`config.mk`:
```
export PLATFORM = sky130hd
export DESIGN_NAME = arbitro_mux_4x1_4b_flat
export DESIGN_NICKNAME = d
export VERILOG_FILES = /design/src/rtl/arbitro_mux_4x1_4b_pkg.sv /design/src/rtl/arbitro_mux_4x1_4b_if.sv /design/src/rtl/mux_4x1_4b.sv /design/src/rtl/arbitro_mux_4x1_4b.sv /design/src/flat_wrapper.sv
export SDC_FILE = /design/constraint.sdc
export NUM_CORES = 1
export LEC_CHECK = 0
export ABC_AREA = 0
export ABC_CLOCK_PERIOD_IN_PS = 3000
export CAP_MARGIN = 20
export CORE_UTILIZATION = 34
export CTS_CLUSTER_SIZE = 16
export DETAILED_ROUTE_END_ITERATION = 16
export HOLD_SLACK_MARGIN = 0.08
export PLACE_DENSITY = 0.7
export SYNTH_ARGS = -nofsm -noshare
export SYNTH_HDL_FRONTEND = slang
export SYNTH_SLANG_ARGS = --single-unit
```
`constraint.sdc`:
```
create_clock -name clk -period 3 [get_ports clk]
set_input_delay 0.6 -clock clk [delete_from_list [all_inputs] [get_ports clk]]
set_output_delay 0.6 -clock clk [all_outputs]
set_load 0.1 [all_outputs]
```
`src/rtl/arbitro_mux_4x1_4b_pkg.sv`:
```
// rtl/arbitro_mux_4x1_4b_pkg.sv - shared types, widths and helpers for the round-robin mux arbiter
package arbitro_mux_4x1_4b_pkg;

   localparam int CNT_W = 4;
   localparam int N_REQ = 4;

   typedef enum logic {
      ST_IDLE  = 1'b0,
      ST_GRANT = 1'b1
   } state_t;

   // First set request bit searching ptr, ptr+1, ptr+2, ptr+3 (mod 4).
   // Walking the offsets downward lets the smallest offset overwrite the others.
   function automatic logic [1:0] rr_pick(input logic [3:0] req, input logic [1:0] ptr);
      logic [1:0] idx;
      rr_pick = ptr;
      for (int i = N_REQ - 1; i >= 0; i--) begin
         idx = ptr + 2'(i);
         if (req[idx]) rr_pick = idx;
      end
   endfunction

   function automatic logic [3:0] one_hot(input logic [1:0] idx);
      one_hot = 4'b0001 << idx;
   endfunction

endpackage

```
`src/rtl/arbitro_mux_4x1_4b_if.sv`:
```
// rtl/arbitro_mux_4x1_4b_if.sv - requester, mux select and consumer handshake bundle
interface arbitro_mux_4x1_4b_if;

   logic [3:0] req;
   logic [3:0] a0;
   logic [3:0] a1;
   logic [3:0] a2;
   logic [3:0] a3;
   logic       ready;
   logic [3:0] gnt;
   logic       S1;
   logic       S0;
   logic [3:0] D;
   logic       valid;

   modport master (
      input  req, a0, a1, a2, a3, ready,
      output gnt, S1, S0, D, valid
   );

   modport slave (
      output req, a0, a1, a2, a3, ready,
      input  gnt, S1, S0, D, valid
   );

endinterface

```
`src/rtl/mux_4x1_4b.sv`:
```
// rtl/mux_4x1_4b.sv - 4-bit wide 4-to-1 multiplexer selected by {S1,S0}
module mux_4x1_4b (
   input  logic [3:0] a0,
   input  logic [3:0] a1,
   input  logic [3:0] a2,
   input  logic [3:0] a3,
   input  logic       S1,
   input  logic       S0,
   output logic [3:0] D
);

   always_comb begin
      D = a0;
      case ({S1, S0})
         2'b00: D = a0;
         2'b01: D = a1;
         2'b10: D = a2;
         2'b11: D = a3;
      endcase
   end

endmodule

```
`src/rtl/arbitro_mux_4x1_4b.sv`:
```
// rtl/arbitro_mux_4x1_4b.sv - round-robin burst arbiter driving a shared 4x1 4-bit mux
module arbitro_mux_4x1_4b
   import arbitro_mux_4x1_4b_pkg::*;
#(
   parameter int MAX_BURST = 4
) (
   input  logic                  clk,
   input  logic                  rst_n,
   arbitro_mux_4x1_4b_if.master  bus
);

   localparam logic [CNT_W-1:0] LAST_BEAT = CNT_W'(MAX_BURST - 1);

   state_t           state;
   logic [1:0]       ptr;
   logic [1:0]       sel;
   logic [CNT_W-1:0] cnt;
   logic [3:0]       gnt_r;

   logic             req_sel;
   logic             beat_valid;
   logic             xfer;
   logic             release_now;
   logic [1:0]       winner;

   assign winner      = rr_pick(bus.req, ptr);
   assign req_sel     = bus.req[sel];
   // The beat is not registered: valid follows the granted request directly.
   assign beat_valid  = (state == ST_GRANT) && req_sel;
   assign xfer        = beat_valid && bus.ready;
   assign release_now = !req_sel || (xfer && (cnt == LAST_BEAT));

   always_ff @(posedge clk) begin
      if (!rst_n) begin
         state <= ST_IDLE;
         ptr   <= 2'd0;
         sel   <= 2'd0;
         cnt   <= '0;
         gnt_r <= 4'b0000;
      end else begin
         case (state)
            ST_IDLE: begin
               if (|bus.req) begin
                  state <= ST_GRANT;
                  sel   <= winner;
                  gnt_r <= one_hot(winner);
                  cnt   <= '0;
               end
            end
            ST_GRANT: begin
               // sel is kept on release so D keeps showing the last owner's word.
               if (release_now) begin
                  state <= ST_IDLE;
                  gnt_r <= 4'b0000;
                  ptr   <= sel + 2'd1;
                  cnt   <= '0;
               end else if (xfer) begin
                  cnt <= cnt + CNT_W'(1);
               end
            end
         endcase
      end
   end

   assign bus.gnt   = gnt_r;
   assign bus.S1    = sel[1];
   assign bus.S0    = sel[0];
   assign bus.valid = beat_valid;

   mux_4x1_4b u_mux (
      .a0 (bus.a0),
      .a1 (bus.a1),
      .a2 (bus.a2),
      .a3 (bus.a3),
      .S1 (sel[1]),
      .S0 (sel[0]),
      .D  (bus.D)
   );

endmodule

```
`src/flat_wrapper.sv`:
```
// flat-port wrapper written by rule: the top's interface ports become plain ports
module arbitro_mux_4x1_4b_flat import arbitro_mux_4x1_4b_pkg::*;
#(
   parameter int MAX_BURST = 4
)
  (clk, rst_n, bus_req, bus_a0, bus_a1, bus_a2, bus_a3, bus_ready, bus_gnt, bus_S1, bus_S0, bus_D, bus_valid);
  arbitro_mux_4x1_4b_if bus_i ();
  input  logic clk;
  input  logic rst_n;
  input wire logic [$bits(bus_i.req)-1:0] bus_req;
  input wire logic [$bits(bus_i.a0)-1:0] bus_a0;
  input wire logic [$bits(bus_i.a1)-1:0] bus_a1;
  input wire logic [$bits(bus_i.a2)-1:0] bus_a2;
  input wire logic [$bits(bus_i.a3)-1:0] bus_a3;
  input wire logic [$bits(bus_i.ready)-1:0] bus_ready;
  output wire logic [$bits(bus_i.gnt)-1:0] bus_gnt;
  output wire logic [$bits(bus_i.S1)-1:0] bus_S1;
  output wire logic [$bits(bus_i.S0)-1:0] bus_S0;
  output wire logic [$bits(bus_i.D)-1:0] bus_D;
  output wire logic [$bits(bus_i.valid)-1:0] bus_valid;
  assign bus_i.req = bus_req;
  assign bus_i.a0 = bus_a0;
  assign bus_i.a1 = bus_a1;
  assign bus_i.a2 = bus_a2;
  assign bus_i.a3 = bus_a3;
  assign bus_i.ready = bus_ready;
  assign bus_gnt = bus_i.gnt;
  assign bus_S1 = bus_i.S1;
  assign bus_S0 = bus_i.S0;
  assign bus_D = bus_i.D;
  assign bus_valid = bus_i.valid;
  arbitro_mux_4x1_4b #(.MAX_BURST(MAX_BURST)) u_core (.clk(clk), .rst_n(rst_n), .bus(bus_i));
endmodule
```
==> results of run 1 <==
==> per-layer routing <==
metal	vias up	track usage	wire length, um
met2	29	0.3226	1019
met3	5	0.06433	170
met1	376	0.1773	863
li1	419	-	-
met5	-	0	0
met4	0	0.09459	45
==> power by group through the flow <==
stage	clock (mW)	sequential [mW]	combinational [mW]
2_1_floorplan	0	0.235	0.127
3_3_place_gp	0	0.196	0.240
3_5_place_dp	0	0.196	0.242
4_1_cts	0.116	0.192	0.243
5_1_grt	0.124	0.194	0.255
6_report	0.113	0.192	0.242
==> worst max-delay path, cell delays in order <==
cell and delay [ps]:
clkdlybuf4s50_1 520, mux4_2 570, and2_2 250, buf_12 170
==> final timing paths <==
| path | to | slack (ps) | cells after the start |
|---|---|---|---|
| max | bus_valid | 280 | 4 |
| min | u_core.bus.gnt[0] | 460 | 2 |
| min reg2reg | u_core.bus.gnt[0] | 460 | 2 |
| max reg2reg | u_core.bus.gnt[3] | 1130 | 5 |
==> state kept, by name, summed over array words and instances, names as in the netlist <==
signal and cells:
u_core.sel 2, u_core.ptr 2, u_core.state 1, u_core.cnt 4, u_core.bus.gnt 4
==> cell families after synthesis <==
| group | Yosys count |
|---|---|
| AOI/OAI and AO/OA | 22 |
| xor gates and xnor gates | 2 |
| adders and majority gates | 5 |
| buffers and inverters | 10 |
| DFF | 13 |
| muxes | 6 |
| and+or+nand+nor | 37 |
==> final cells by class <==
type / instances / area (um^2) / share of cell area
Inverter: 8 / 30.03 / 0.02405
Clock buffer: 4 / 26.28 / 0.02104
Tap cell: 28 / 35.03 / 0.02806
Timing Repair Buffer: 33 / 327.8 / 0.2625
Sequential cell: 13 / 260.3 / 0.2084
Multi-Input combinational cell: 72 / 569.3 / 0.4559
==> synth_stat cells, types with 2 or more instances <==
master / count
dfxtp_1: 13
inv_1: 8
nand2_1: 8
nor2_1: 6
ha_1: 5
mux2i_1: 5
a222oi_1: 4
nor2b_1: 4
o21ai_0: 4
nand3_1: 3
o211ai_1: 3
clkbuf_1: 2
nand4_1: 2
o21ai_1: 2
xnor2_1: 2
==> placed cells by master (no fill, tap or decap), drive strengths merged, types with 2 or more instances in the layout <==
master	count
buf	11
nor3b	2
mux2i	5
inv	8
nand2	8
nor2	7
nand4	2
o211ai	3
and2	2
a222oi	4
xnor2	2
o21ai	6
clkbuf	4
nor2b	4
clkdlybuf4s50	22
ha	5
dfxtp	13
a21boi	2
nand3	3
==> metrics by stage <==
stage	utilization	instances	setup WS (ps)	power, mW
after floorplan	-	95	-303.9	0.3621
final	0.5436	158	280.7	0.5469
after CTS	0.5436	158	288.7	0.5512
after global placement	0.5321	154	321.0	0.4364
after detailed placement	0.5321	154	297.8	0.4388
after global routing	0.5436	158	243.7	0.5737
==> metrics.txt, run 1 <==
cell count after synthesis=95; Clock Tree Buf Depth=2; I/O pins=34; Final period util=0.9064; Leak Pwr=approximately 0.5 nW; Initial Utilization=0.3709; Die Height=approximately 52 um; Peak VDD IR=232.4 uV; placed wire-length estimate=approximately 1600 um; post-synthesis adder-cell area fraction=0.07342; Post-synth EDFFs=0; gr usage total=0.1795; # DRC=0; Synth area leaders=dfxtp_1 31%, ha_1 7.3%, mux2i_1 5.9%; Clock Power Share=0.206; synth unique cells=39; first-pass GRT wire length=between 3000 and 4000 um; Crit. End Element=output port; final wirelength=2099 um; unrepaired setup endpoints after global routing=false; latest clock arrival within the worst-skew pair=~290 ps; Netlist Area Pre-Place=approximately 850 um^2; Internal Power=320.4 uW; largest family of logic cells by synthesized area=simple AND/OR/NAND/NOR gates; status=completed; Syn Area/Cell=8.969 um^2; post-cts hold buffer count=0; combinational power share=0.443; Critical path origin=bus_req[3]; Core Box Area=roughly 2300 um^2; area share of the largest cell type after synthesis=0.3054; power per cell area=around 440 nW/um^2; antenna violations before repair=0; htree depth=1; post-synthesis compound-gate area fraction=0.2041; Yosys reg bits=13; Critical Path Start Type=input port; setup tns final=0 ps; design area=about 1200 um^2; clock-pin slew of the registers on the worst-case setup and hold paths=80 ps; Max FO, Critical Path=8; via count=829; CTS root buffer=clkbuf_4; Crit Path Class=in2out; Die X-Extent=between 50 and 60 um; XOR/XNOR share of the synthesized area=0.02056; final setup skew=0.7749 ps; IO Port Bufs=33; Slew headroom=0.6639; fillers=around 210; CTS tree=yes; Worst EP arrival=roughly 2100 ps; mux contribution to synthesized area=0.08517; routability congestion estimate=just over 0.8; antenna-violating nets left=0; via/cell ratio=5.247; nets@finish=between 150 and 200; Area after DPL=1222 um^2; Final Critical Period=about 2700 ps; fmax=approximately 370 MHz; Pre-antenna DRT Iters=5; CTS sink count=13; CP Data Required Time=about 2400 ps; ys async rst share=0; largest net degree at the start of global routing=17; final setup vio count=0; Synth Warn #=0; Post-CTS Resized=0; fraction of layout cells with a size suffix above 1=0.2154; sw frac=0.4141; setup bufs post-CTS=0; part of the power in registers=0.351; FP Rows=17; remaining global-route overflow=0; die area=about 2700 um^2; vias in the first global route=approximately 800; hold_ws=between 400 and 500 ps; # diodes=0; hold_sp=u_core.bus.gnt[0]; final hold violation count=0; post-synthesis sequential area ratio=0.3054; 1st-iter DRT viols=24; RR Startpoint=u_core.sel[0]; Hold WC Path Type=reg2reg; largest area contributor in the netlist=dfxtp_1; syn_nets=roughly 120; Avg WL per Cell=13.28 um; max capacitance violation total=0; Top FF cell, synth=dfxtp_1; Simple-Gate Fraction of Synth Area=0.2673; Sw Pwr=around 230 uW; actual slew at the worst max-slew pin=498.9 ps; Max Slew Vio Count=0; Area Growth Syn to Fin=46.55%; TritonCTS buffer count=3
No activity file was read; power rests on OpenSTA's default activity.
==> run 2, diff against run 1 <==
--- a/config.mk
+++ b/config.mk
@@ -8,6 +8,7 @@
 export ABC_AREA = 0
 export ABC_CLOCK_PERIOD_IN_PS = 3000
 export CAP_MARGIN = 20
+export CORE_ASPECT_RATIO = 1.4
 export CORE_UTILIZATION = 34
 export CTS_CLUSTER_SIZE = 16
 export DETAILED_ROUTE_END_ITERATION = 16
==> metrics.txt, run 2 (synthesis results as in run 1) <==
final hold violation count=0 (unchanged); # diodes=0 (unchanged); worst reg2reg path depth=5 (unchanged); actual slew at the worst max-slew pin=613.7 ps (was 498.9 ps); Max FO, Critical Path=8 (unchanged); 1st-iter DRT viols=22 (was 24); fillers=231 (was 213); routability congestion estimate=0.7869 (was 0.8144); htree depth=1 (unchanged); unrepaired setup endpoints after global routing=false (unchanged); largest net degree at the start of global routing=17 (unchanged); Final Critical Period=2706 ps (was 2719 ps); Crit Path Class=in2out (unchanged); final setup skew=2.423 ps (was 0.7749 ps); remaining global-route overflow=0 (unchanged); Die Height=61.24 um (was 52.06 um); fmax=369.5 MHz (was 367.7 MHz); status=completed (unchanged); latest clock arrival within the worst-skew pair=270 ps (was 290 ps); I/O pins=34 (unchanged); Critical Path Start Type=input port (unchanged); Avg WL per Cell=12.74 um (was 13.28 um); final cell count without fillers=164 (was 158); Initial Utilization=0.3564 (was 0.3709); Pre-antenna DRT Iters=4 (was 5); Slew headroom=0.5866 (was 0.6639); Power Total=541.7 uW (was 546.9 uW); placed cells=160 (was 154); setup bufs post-CTS=0 (unchanged); CP Data Required Time=2400 ps (about the same); GR Layer Usage met1=0.1661 (was 0.1773); Critical path origin=bus_req[3] (unchanged); commonest non-fill, non-tap cells in the layout=22 x clkdlybuf4s50_1, 13 x dfxtp_1, 9 x buf_4 (unchanged); via/cell ratio=5.061 (was 5.247); Crit. End Element=output port (unchanged); Max Slew Vio Count=0 (unchanged); vias in the first global route=786 (was 798); design area=1256 um^2 (was 1249 um^2); # DRC=0 (unchanged); met2 Use GR=0.3172 (was 0.3226); R2R setup slack=1120 ps (was 1130 ps); nets@finish=159 (unchanged); Area after DPL=1230 um^2 (was 1222 um^2); Final period util=0.9020 (was 0.9064); CTS root buffer=clkbuf_4 (unchanged); FF-to-FF End=u_core.bus.gnt[3] (unchanged); Worst EP arrival=2110 ps (was 2120 ps); IO Port Bufs=33 (unchanged); antenna-violating nets left=0 (unchanged); Hold WC Path Type=reg2reg (unchanged); Core Box Area=2391 um^2 (was 2297 um^2); CTS sink count=13 (unchanged); clock-pin slew of the registers on the worst-case setup and hold paths=80 ps (about the same); CTS tree=yes (unchanged); Post-CTS Resized=0 (unchanged); first-pass GRT wire length=3263 um (was 3429 um); final setup vio count=0 (unchanged); die area=2713 um^2 (was 2710 um^2); post-cts hold buffer count=0 (unchanged); most common cell after layout, fill and taps aside=clkdlybuf4s50_1 (unchanged); TritonCTS buffer count=3 (unchanged); Peak VDD IR=274.7 uV (was 232.4 uV); via count=830 (was 829); placed wire-length estimate=1665 um (was 1633 um); Die X-Extent=44.31 um (was 52.06 um); power per cell area=431.2 nW/um^2 (was 438.0 nW/um^2); fraction of layout cells with a size suffix above 1=0.2154 (unchanged); Clock Tree Buf Depth=2 (unchanged); FP Rows=21 (was 17); Area Growth Syn to Fin=47.43% (was 46.55%); gr usage total=0.1616 (was 0.1795); GRT Max-Usage Layer=met2 (unchanged); max capacitance violation total=0 (unchanged); M3 GR Usage=0.03519 (was 0.06433); RR Startpoint=u_core.sel[0] (unchanged); antenna violations before repair=0 (unchanged); Leak Pwr=0.5058 nW (unchanged); critical path capture point=bus_valid (unchanged); final wirelength=2090 um (was 2099 um)
-- run 2: cell counts in the layout (fill, tap and decap cells not counted) --
Identical to the previous run, type by type.
-- run 2: critical path, stage by stage --
cell and delay [ps]:
clkdlybuf4s50_1 510, mux4_2 580, and2_2 250, buf_12 170
-- run 2: routing by layer --
metal / up-vias / wire length (um)
met4: 0 / 10
met5: - / 0
met1: 372 / 858
met2: 38 / 1046
li1: 418 / -
met3: 2 / 174
-- run 2: layout make-up --
type                            count  area (um^2)  area share
Inverter                            8        30.03     0.02390
Sequential cell                    13        260.3      0.2072
Tap cell                           34        42.54     0.03386
Clock buffer                        4        26.28     0.02092
Multi-Input combinational cell     72        569.3      0.4532
Timing Repair Buffer               33        327.8      0.2610
-- run 2: worst min path at each step --
stage / slack, ps / from / to / depth (start not counted)
after global placement: 450 / u_core.bus.gnt[0] / u_core.bus.gnt[0] / 2
after floorplan: 460 / u_core.cnt[0] / u_core.cnt[0] / 1
after detailed placement: 450 / u_core.bus.gnt[0] / u_core.bus.gnt[0] / 2
after global routing: 490 / u_core.bus.gnt[2] / u_core.bus.gnt[2] / 2
after CTS: 470 / u_core.bus.gnt[0] / u_core.bus.gnt[0] / 2
final: 470 / u_core.bus.gnt[0] / u_core.bus.gnt[0] / 2
-- run 2: through the flow --
step | worst slack [ps] | hold slack (ps) | TNS (ps) | util
6_report | 294.0 | 467.1 | 0 | 0.5254
5_1_grt | 241.7 | 493.3 | 0 | 0.5254
4_1_cts | 292.5 | 472.8 | 0 | 0.5254
3_5_place_dp | 296.3 | 452.3 | 0 | 0.5144
3_3_place_gp | 313.0 | 450.6 | 0 | 0.5144
2_1_floorplan | -303.9 | 456.7 | -1216 | -
-- run 2: report_power, final --
part           switching, mW  total, mW  internal, mW
Combinational          0.156      0.243        0.0866
Sequential            0.0103      0.192         0.182
Clock                 0.0552      0.107        0.0514
Total                  0.222      0.542         0.320
==> RTL change: new RTL, flow settings as in run 2 <==
Change the package constant `CNT_W` from 4 to 3.
--- a/src/rtl/arbitro_mux_4x1_4b_pkg.sv
+++ b/src/rtl/arbitro_mux_4x1_4b_pkg.sv
@@ -3,3 +3,3 @@
 
-   localparam int CNT_W = 4;
+   localparam int CNT_W = 3;
    localparam int N_REQ = 4;
Function: no difference found for any inputs over 10 cycles, from zero or initial values and one cycle with rst_n low; that may be too few to reach the edited logic, so the function may still have changed.
==> RTL change against run 2 <==
Design area fell by 4.9%; global-route usage is 0.071 points higher; largest cell class unchanged; worst hold slack better by 3.2 ps; wire length shrank 4.1%; area after synthesis shrank 5.0%; worst setup slack gained 28 ps; critical endpoint unchanged; power fell by 5.6%; sequential cell count shrank 1.
==> RTL change: results (changes against run 2) <==
[logic_synthesis]
synthTopCellsByArea = dfxtp_1 (30%), ha_1 (9.3%), a222oi_1 (4.9%)  ; was dfxtp_1 (31%), ha_1 (7.3%), mux2i_1 (5.9%)
avgSynthCellArea_sq_um = 9.096  ; was 8.969 sq um
yosysUniqueCellTypes = 37  ; was 39
synth_fp_nets = 118  ; was 123
yosysSeqAreaShare_pct = 29.68  ; was 30.54%
synth.mux.area_fraction_pct = 9.119  ; was 8.517%
synthTopCellsByCount = dfxtp_1 (12), inv_1 (10), ha_1 (6), nand2_1 (6)  ; was dfxtp_1 (13), inv_1 (8), nand2_1 (8)
synth_fa_ha_area_share_pct = 9.274  ; was 7.342%

[hold_path]
hp-start = u_core.cnt[2]  ; was u_core.bus.gnt[0]
hold_end = u_core.cnt[2]  ; was u_core.bus.gnt[0]

[run_status]
status = finished clean  ; unchanged

[setup_path]
cp.arrival_ps = 2080  ; was 2110 ps
critPathMaxStageDelay_ps = 560  ; was 580 ps
regToRegSetupSlack_ps = 1190  ; was 1120 ps

[global_route]
grt_max_degree = 15  ; was 17
grt_pass1_vias = 748  ; was 786

[power]
clkPwrFrac_pct = 18.9  ; was 19.7%
pg_comb_w = 0.000237  ; was 0.000243 W
power_w = 0.0005116  ; was 0.0005417 W
intPower_w = 0.0003035  ; was 0.0003201 W
ir_drop_mv = 0.3152  ; was 0.2747 mV
leakagePower_nw = 0.5164  ; was 0.5058 nW

[routing]
drt-met1-wl_microns = 827  ; was 858 microns
wl_per_cell_microns = 13.82  ; was 12.74 microns
dr.first_iter.drc_count = 33  ; was 22
wl_met3_microns = 200  ; was 174 microns

[placement]
placed_cell_area_sq_um = 1172  ; was 1230 sq um
gp_congestion = 0.7335  ; was 0.7869
post-place-ws_ps = 362.1  ; was 296.3 ps

[timing]
tightestPinTransition_ps = 494.0  ; was 613.7 ps
hold_slack_ps = 470.4  ; was 467.1 ps

[finish]
drive_above_1_share_pct = 21.95  ; was 21.54%
fin_nets = 154  ; was 159

-- RTL change: layout make-up --
cell class	count	area (sq um)
fillers	215	1007
well taps	22	27.53
clock buffers	3	22.52
flip-flops and latches	12	240.2
inverters	10	37.54
repair buffers	33	327.8
multi-input cells	65	539.3
-- RTL change: worst max-delay path by stage --
| stage | depth (start not counted) | from | to | slack, ps |
|---|---|---|---|---|
| 2_1_floorplan | 4 | u_core.sel[0] | bus_D[0] | -270 |
| 3_3_place_gp | 4 | bus_req[3] | bus_valid | 380 |
| 5_1_grt | 4 | bus_req[3] | bus_valid | 290 |
| 3_5_place_dp | 4 | bus_req[3] | bus_valid | 360 |
| 4_1_cts | 4 | bus_req[3] | bus_valid | 340 |
| 6_report | 4 | bus_req[3] | bus_valid | 320 |
-- RTL change: metal layers --
| layer | global-route usage (%) | up-vias |
|---|---|---|
| met5 | 0 | - |
| met4 | 7.792 | 0 |
| met3 | 3.323 | 5 |
| met2 | 29.42 | 36 |
| met1 | 17.66 | 348 |
| li1 | - | 394 |
